==> src/rtl/branch_resolve_unit_pkg.sv <==
// Shared types for the branch resolve unit: condition codes and flag layout.
// Imported by the interface, the condition evaluator and the top module.
package branch_pkg;

   typedef logic [3:0] flags_t;

   localparam int FLAG_Z = 0;
   localparam int FLAG_N = 1;
   localparam int FLAG_C = 2;
   localparam int FLAG_V = 3;

   typedef enum logic [3:0] {
      COND_NEVER  = 4'b0000,
      COND_EQ     = 4'b0001,
      COND_LT     = 4'b0010,
      COND_LE     = 4'b0011,
      COND_ALWAYS = 4'b0100,
      COND_NE     = 4'b0101,
      COND_GE     = 4'b0110,
      COND_GT     = 4'b0111,
      COND_HS     = 4'b1000,
      COND_LO     = 4'b1001,
      COND_LS     = 4'b1010,
      COND_HI     = 4'b1011,
      COND_VS     = 4'b1100,
      COND_VC     = 4'b1101,
      COND_NSET   = 4'b1110,
      COND_NCLR   = 4'b1111
   } cond_t;

endpackage

==> src/rtl/branch_resolve_unit_if.sv <==
// Bundle of flag-write, branch-request and result signals of the unit.
// slave = branch unit side, master = ALU/decode/fetch side.
interface branch_resolve_unit_if
   import branch_pkg::*;
#(
   parameter int PC_W  = 8,
   parameter int OFF_W = 8,
   parameter int CNT_W = 16
);
   logic             flag_we;
   flags_t           flag_in;
   logic             br_valid;
   logic             br_ready;
   cond_t            br_cond;
   logic [PC_W-1:0]  br_pc;
   logic [OFF_W-1:0] br_offset;
   logic             flush;
   logic             res_valid;
   logic             res_ready;
   logic             res_taken;
   logic [PC_W-1:0]  res_target;
   flags_t           flags_q;
   logic [CNT_W-1:0] taken_count;

   modport slave (
      input  flag_we, flag_in, br_valid, br_cond, br_pc, br_offset,
      input  flush, res_ready,
      output br_ready, res_valid, res_taken, res_target,
      output flags_q, taken_count
   );

   modport master (
      output flag_we, flag_in, br_valid, br_cond, br_pc, br_offset,
      output flush, res_ready,
      input  br_ready, res_valid, res_taken, res_target,
      input  flags_q, taken_count
   );
endinterface

==> src/rtl/branch_resolve_unit_cond.sv <==
// Combinational condition evaluator: flags + 4-bit code -> taken.
// Ports: flags (Z,N,C,V), cond (cond_t), taken.
module cond_eval
   import branch_pkg::*;
(
   input  flags_t flags,
   input  cond_t  cond,
   output logic   taken
);
   logic z, n, c, v, lt;

   assign z  = flags[FLAG_Z];
   assign n  = flags[FLAG_N];
   assign c  = flags[FLAG_C];
   assign v  = flags[FLAG_V];
   assign lt = n ^ v;

   always_comb begin
      taken = 1'b0;
      unique case (cond)
         COND_NEVER:  taken = 1'b0;
         COND_EQ:     taken = z;
         COND_LT:     taken = lt;
         COND_LE:     taken = z | lt;
         COND_ALWAYS: taken = 1'b1;
         COND_NE:     taken = ~z;
         COND_GE:     taken = ~lt;
         COND_GT:     taken = ~z & ~lt;
         COND_HS:     taken = c;
         COND_LO:     taken = ~c;
         COND_LS:     taken = ~c | z;
         COND_HI:     taken = c & ~z;
         COND_VS:     taken = v;
         COND_VC:     taken = ~v;
         COND_NSET:   taken = n;
         COND_NCLR:   taken = ~n;
      endcase
   end
endmodule

==> src/rtl/branch_resolve_unit.sv <==
// Branch decision stage: flag register, condition evaluation, target adder,
// registered result with valid/ready, flush, saturating taken counter.
module branch_resolve_unit
   import branch_pkg::*;
#(
   parameter int PC_W    = 8,
   parameter int OFF_W   = 8,
   parameter int CNT_W   = 16,
   parameter bit FORWARD = 1'b1
)(
   input  logic                 clk,
   input  logic                 rst,
   branch_resolve_unit_if.slave bus
);
   flags_t                  flags_q, flags_d, eff_flags;
   logic                    res_valid_q, res_valid_d;
   logic                    res_taken_q, res_taken_d;
   logic [PC_W-1:0]         res_target_q, res_target_d;
   logic [CNT_W-1:0]        cnt_q, cnt_d;
   logic                    taken, accept, br_ready;
   logic signed [PC_W-1:0]  off_sext;
   logic [PC_W-1:0]         tgt_taken, tgt_seq;

   // Same-cycle ALU flag write is visible to the branch only when forwarding.
   assign eff_flags = (FORWARD && bus.flag_we) ? bus.flag_in : flags_q;

   cond_eval u_cond (
      .flags (eff_flags),
      .cond  (bus.br_cond),
      .taken (taken)
   );

   assign off_sext  = PC_W'($signed(bus.br_offset));
   assign tgt_taken = bus.br_pc + off_sext;
   assign tgt_seq   = bus.br_pc + 1'b1;

   assign br_ready = ~bus.flush & (~res_valid_q | bus.res_ready);
   assign accept   = bus.br_valid & br_ready;

   always_comb begin
      flags_d      = flags_q;
      res_valid_d  = res_valid_q;
      res_taken_d  = res_taken_q;
      res_target_d = res_target_q;
      cnt_d        = cnt_q;
      if (bus.flag_we) flags_d = bus.flag_in;
      if (bus.flush) begin
         res_valid_d = 1'b0;
      end else if (accept) begin
         res_valid_d  = 1'b1;
         res_taken_d  = taken;
         res_target_d = taken ? tgt_taken : tgt_seq;
      end else if (bus.res_ready) begin
         res_valid_d = 1'b0;
      end
      if (accept && taken && !(&cnt_q)) cnt_d = cnt_q + 1'b1;
   end

   always_ff @(posedge clk or posedge rst) begin
      if (rst) begin
         flags_q      <= '0;
         res_valid_q  <= 1'b0;
         res_taken_q  <= 1'b0;
         res_target_q <= '0;
         cnt_q        <= '0;
      end else begin
         flags_q      <= flags_d;
         res_valid_q  <= res_valid_d;
         res_taken_q  <= res_taken_d;
         res_target_q <= res_target_d;
         cnt_q        <= cnt_d;
      end
   end

   assign bus.br_ready    = br_ready;
   assign bus.res_valid   = res_valid_q;
   assign bus.res_taken   = res_taken_q;
   assign bus.res_target  = res_target_q;
   assign bus.flags_q     = flags_q;
   assign bus.taken_count = cnt_q;
endmodule

==> src/flat_wrapper.sv <==
// flat-port wrapper written by rule: the top's interface ports become plain ports
module branch_resolve_unit_flat import branch_pkg::*;
#(
   parameter int PC_W    = 8,
   parameter int OFF_W   = 8,
   parameter int CNT_W   = 16,
   parameter bit FORWARD = 1'b1
)
  (clk, rst, bus_flag_we, bus_flag_in, bus_br_valid, bus_br_cond, bus_br_pc, bus_br_offset, bus_flush, bus_res_ready, bus_br_ready, bus_res_valid, bus_res_taken, bus_res_target, bus_flags_q, bus_taken_count);
  branch_resolve_unit_if #(.PC_W(PC_W), .OFF_W(OFF_W), .CNT_W(CNT_W)) bus_i ();
  input  logic clk;
  input  logic rst;
  input wire logic [$bits(bus_i.flag_we)-1:0] bus_flag_we;
  input wire logic [$bits(bus_i.flag_in)-1:0] bus_flag_in;
  input wire logic [$bits(bus_i.br_valid)-1:0] bus_br_valid;
  input wire logic [$bits(bus_i.br_cond)-1:0] bus_br_cond;
  input wire logic [$bits(bus_i.br_pc)-1:0] bus_br_pc;
  input wire logic [$bits(bus_i.br_offset)-1:0] bus_br_offset;
  input wire logic [$bits(bus_i.flush)-1:0] bus_flush;
  input wire logic [$bits(bus_i.res_ready)-1:0] bus_res_ready;
  output wire logic [$bits(bus_i.br_ready)-1:0] bus_br_ready;
  output wire logic [$bits(bus_i.res_valid)-1:0] bus_res_valid;
  output wire logic [$bits(bus_i.res_taken)-1:0] bus_res_taken;
  output wire logic [$bits(bus_i.res_target)-1:0] bus_res_target;
  output wire logic [$bits(bus_i.flags_q)-1:0] bus_flags_q;
  output wire logic [$bits(bus_i.taken_count)-1:0] bus_taken_count;
  assign bus_i.flag_we = bus_flag_we;
  assign bus_i.flag_in = bus_flag_in;
  assign bus_i.br_valid = bus_br_valid;
  assign bus_i.br_cond = bus_br_cond;
  assign bus_i.br_pc = bus_br_pc;
  assign bus_i.br_offset = bus_br_offset;
  assign bus_i.flush = bus_flush;
  assign bus_i.res_ready = bus_res_ready;
  assign bus_br_ready = bus_i.br_ready;
  assign bus_res_valid = bus_i.res_valid;
  assign bus_res_taken = bus_i.res_taken;
  assign bus_res_target = bus_i.res_target;
  assign bus_flags_q = bus_i.flags_q;
  assign bus_taken_count = bus_i.taken_count;
  branch_resolve_unit #(.PC_W(PC_W), .OFF_W(OFF_W), .CNT_W(CNT_W), .FORWARD(FORWARD)) u_core (.clk(clk), .rst(rst), .bus(bus_i));
endmodule
==> config.mk <==
export PLATFORM = sky130hd
export DESIGN_NAME = branch_resolve_unit_flat
export DESIGN_NICKNAME = d
export VERILOG_FILES = /design/src/rtl/branch_resolve_unit_pkg.sv /design/src/rtl/branch_resolve_unit_if.sv /design/src/rtl/branch_resolve_unit_cond.sv /design/src/rtl/branch_resolve_unit.sv /design/src/flat_wrapper.sv
export SDC_FILE = /design/constraint.sdc
export NUM_CORES = 1
export LEC_CHECK = 0
export CORE_AREA = 2 2 76 56
export CTS_CLUSTER_SIZE = 12
export DETAILED_ROUTE_END_ITERATION = 12
export DIE_AREA = 0 0 78 58
export GPL_ROUTABILITY_DRIVEN = 0
export GPL_TIMING_DRIVEN = 0
export PLACE_DENSITY = 0.85
export REMOVE_ABC_BUFFERS = 1
export SYNTH_ARGS = -nofsm -noshare
export SYNTH_HDL_FRONTEND = slang
export SYNTH_SLANG_ARGS = --single-unit
==> constraint.sdc <==
create_clock -name clk -period 6.81 [get_ports clk]
set_input_delay 1.362 -clock clk [delete_from_list [all_inputs] [get_ports clk]]
set_output_delay 1.362 -clock clk [all_outputs]
set_load 0.005 [all_outputs]
==> metrics.md <==
| Metric | Value |
|---|---|
| Share of layout cells above drive strength 1 | 0.137 |
| Status | completed |
| Worst slack, placed | 1080 ps |
| CP endpoint kind | flop |
| Initial antenna violation count | 0 |
| Fin Hold WS | roughly 480 ps |
| Routed met2 length | 1750 um |
| Largest net degree at the start of global routing | 31 |
| Reg clk slew, reported paths | 60 ps |
| Die width | 78 um |
| Initial core utilization | 0.476 |
| PD cells | approximately 250 nW/um^2 |
| Num rows | 19 |
| Top cell type by total area after synthesis | dfrtp_1 |
| Critical Path RT | 6970 ps |
| Fillers | 299 |
| Top Metal Used | met4 |
| N_diodes | 0 |
| Worst vdd ir | 0.190 mV |
| Total power | 0.000649 W |
| Tmin final | 5420 ps |
| Met3 WL post-DR | 342 um |
| Clk_lat worst skew | ~270 ps |
| Sink Count | 30 |
| Setup ws final | 1390 ps |
| Syn. warnings | 0 |
| Antenna viol nets, final | 0 |
| Most frequent cell after synthesis | dfrtp_1 |
| Fmax achieved | ~180 MHz |
| CTS tree | yes |
| Pins Over Slew Limit | 0 |
| Post-synthesis simple-gate area fraction | 0.243 |
| WL per Instance | approximately 14 um |
| Data arrival, critical path | 5590 ps |
| Setup_tns | 0 ps |
| Vias in the first global route | 1452 |
| Post-CTS Setup Repair Bufs | 0 |
| Synth-to-layout area growth | 41.5% |
| Synth Flop Type | dfrtp_1 |
| MaxCap Viol Count | 0 |
| Initial DRC count | just under 60 |
| Post-synthesis adder-cell area fraction | 0.0663 |
| Async SR Flop Fraction | 1.00 |
| Seq/Total Area, Yosys | 0.415 |
| Static leakage power | 1.16 nW |
| Drt pass-1 iters | 4 |
| Aggregate global routing overflow | 0 |
| Xor/xnor cell area share of the yosys netlist | 0.119 |
| I/O Buffers | 60 |
| Netlist cell types | slightly above 40 |
| DR vias/cell | roughly 5.2 |
| Post_cts resized | 0 |
| Top cell type's share of synthesized area | 0.415 |
| Final setup viols | 0 |
| Synth cell count leaders | dfrtp_1, xor2_1, nand2_1 |
| Tcrit/Tclk final | 0.797 |
| Detailed Place HPWL | roughly 3000 um |
| WS Path Type | input pin to flop |
| Largest family of logic cells by synthesized area | simple AND/OR/NAND/NOR gates |
| CP Max Fanout | 9 |
| Post-synthesis cell area | 1810 um^2 |
| HP Class | flop to flop |
| Setup Skew | 1.89 ps |
| Startpoint Class | input pin |
| Nets | between 200 and 300 |
| Clock buffers created by TritonCTS | 5 |
| Fin util | 0.674 |
| M1 WL | 1900 um |
| Relative max-transition margin | 0.229 |
| Avg Cell Area, Syn | 10.7 um^2 |
| Die ar. | 4520 um^2 |
| Post-CTS Hold Buffers | 0 |
| DR vias | 1492 |
| Die height | ~58 um |
| Post-synthesis compound-gate area fraction | 0.0615 |
| Synth Instances | 169 |
| Top cells by area, synth | dfrtp_1, xor2_1, ha_1, mux2_2, nand2_1 |
| Multiplexer share of the synthesized area | 0.0670 |
| RSZ-0062 raised after global routing | no |
| H-tree Lvls | 2 |
| DRT Wirelength | 4050 um |
| Global-route wire length before repair | between 6000 and 7000 um |
| Post-synth EDFFs | 0 |
| Clock tree buffer depth | 2 |
| GRT Total Usage | 0.193 |
| Final Hold Viols | 0 |
| Worst-margin pin slew | 1150 ps |
| CTS Root Cell | clkbuf_8 |
| Core Region | 3800 um^2 |
| Boundary Pins | 61 |
| # DRC | 0 |
| Post-synthesis register bit count | 30 |
cell type report:
| cell class | count | area, um^2 | area share |
|---|---|---|---|
| clock buffer | 6 | 82.6 | 0.0322 |
| clock inverter | 1 | 30.0 | 0.0117 |
| inverter | 7 | 26.3 | 0.0103 |
| multi-input combinational | 129 | 1010 | 0.393 |
| sequential | 30 | 751 | 0.293 |
| tap | 52 | 65.1 | 0.0254 |
| timing repair buffer | 60 | 601 | 0.234 |
worst max-delay path, cell delays in order:
cell	delay (ps)
clkdlybuf4s50_1	670
mux2_2	400
a22oi_1	210
mux2i_1	720
nand2_1	150
or2_2	320
ha_1	200
a21o_1	160
a21oi_1	220
nor2b_1	80
o21a_1	180
o41a_1	330
xnor3_1	330
mux2_2	260
kinds of logic after synthesis:
family | count (synthesis)
buffers and inverters | 10
adder cells (fa/ha/maj) | 9
AO/OA/AOI/OAI | 18
XOR/XNOR | 23
AND/OR/NAND/NOR | 69
flip-flops | 30
multiplexers | 10
per-stage QoR:
stage / instances / cell area (um^2)
2_1_floorplan: 166 / 1780
3_3_place_gp: 278 / 2450
3_5_place_dp: 278 / 2450
4_1_cts: 285 / 2560
5_1_grt: 285 / 2560
6_report: 285 / 2560
cell usage in the layout (no fill, tap or decap), drive strengths merged, types with 6 or more instances in the layout:
cell           Yosys  routed
and3               8       8
clkbuf             1       6
clkdlybuf4s50      0      60
dfrtp             30      30
ha                 8       8
inv                7       7
mux2               7       7
nand2             14      14
nand3              8       8
nor2              12      12
nor3              10      10
o21ai              9       9
xor2              17      17
routing by layer:
layer  vias to the layer above  GRT usage
met3                         8     0.0670
met4                         0     0.0476
met5                         -          0
met2                        62      0.289
li1                        718          -
met1                       704      0.272
state kept, by name, indices dropped and copies added (netlist names):
signal                  cells
u_core.bus.flags_q          4
u_core.bus.res_taken        1
u_core.bus.res_target       8
u_core.bus.res_valid        1
u_core.bus.taken_count     16
report_power, final:
part | internal, W | switching, W
logic | 0.000132 | 0.0000819
clock network | 0.000117 | 0.0000635
registers | 0.000217 | 0.0000382
worst paths after layout:
path / start / to / slack [ps] / cells after the start
max: bus_flag_we / u_core.bus.res_target[7] / 1390 / 14
min: u_core.bus.res_target[2] / u_core.bus.res_target[2] / 480 / 2
max reg2reg: u_core.bus.flags_q[0] / u_core.bus.res_target[7] / 2880 / 13
min reg2reg: u_core.bus.res_target[2] / u_core.bus.res_target[2] / 480 / 2
max in group asynchronous: rst / u_core.bus.taken_count[7] / 4430 / 2
min in group asynchronous: rst / u_core.bus.flags_q[3] / 1690 / 2
Power figures use the tool's default switching activity.
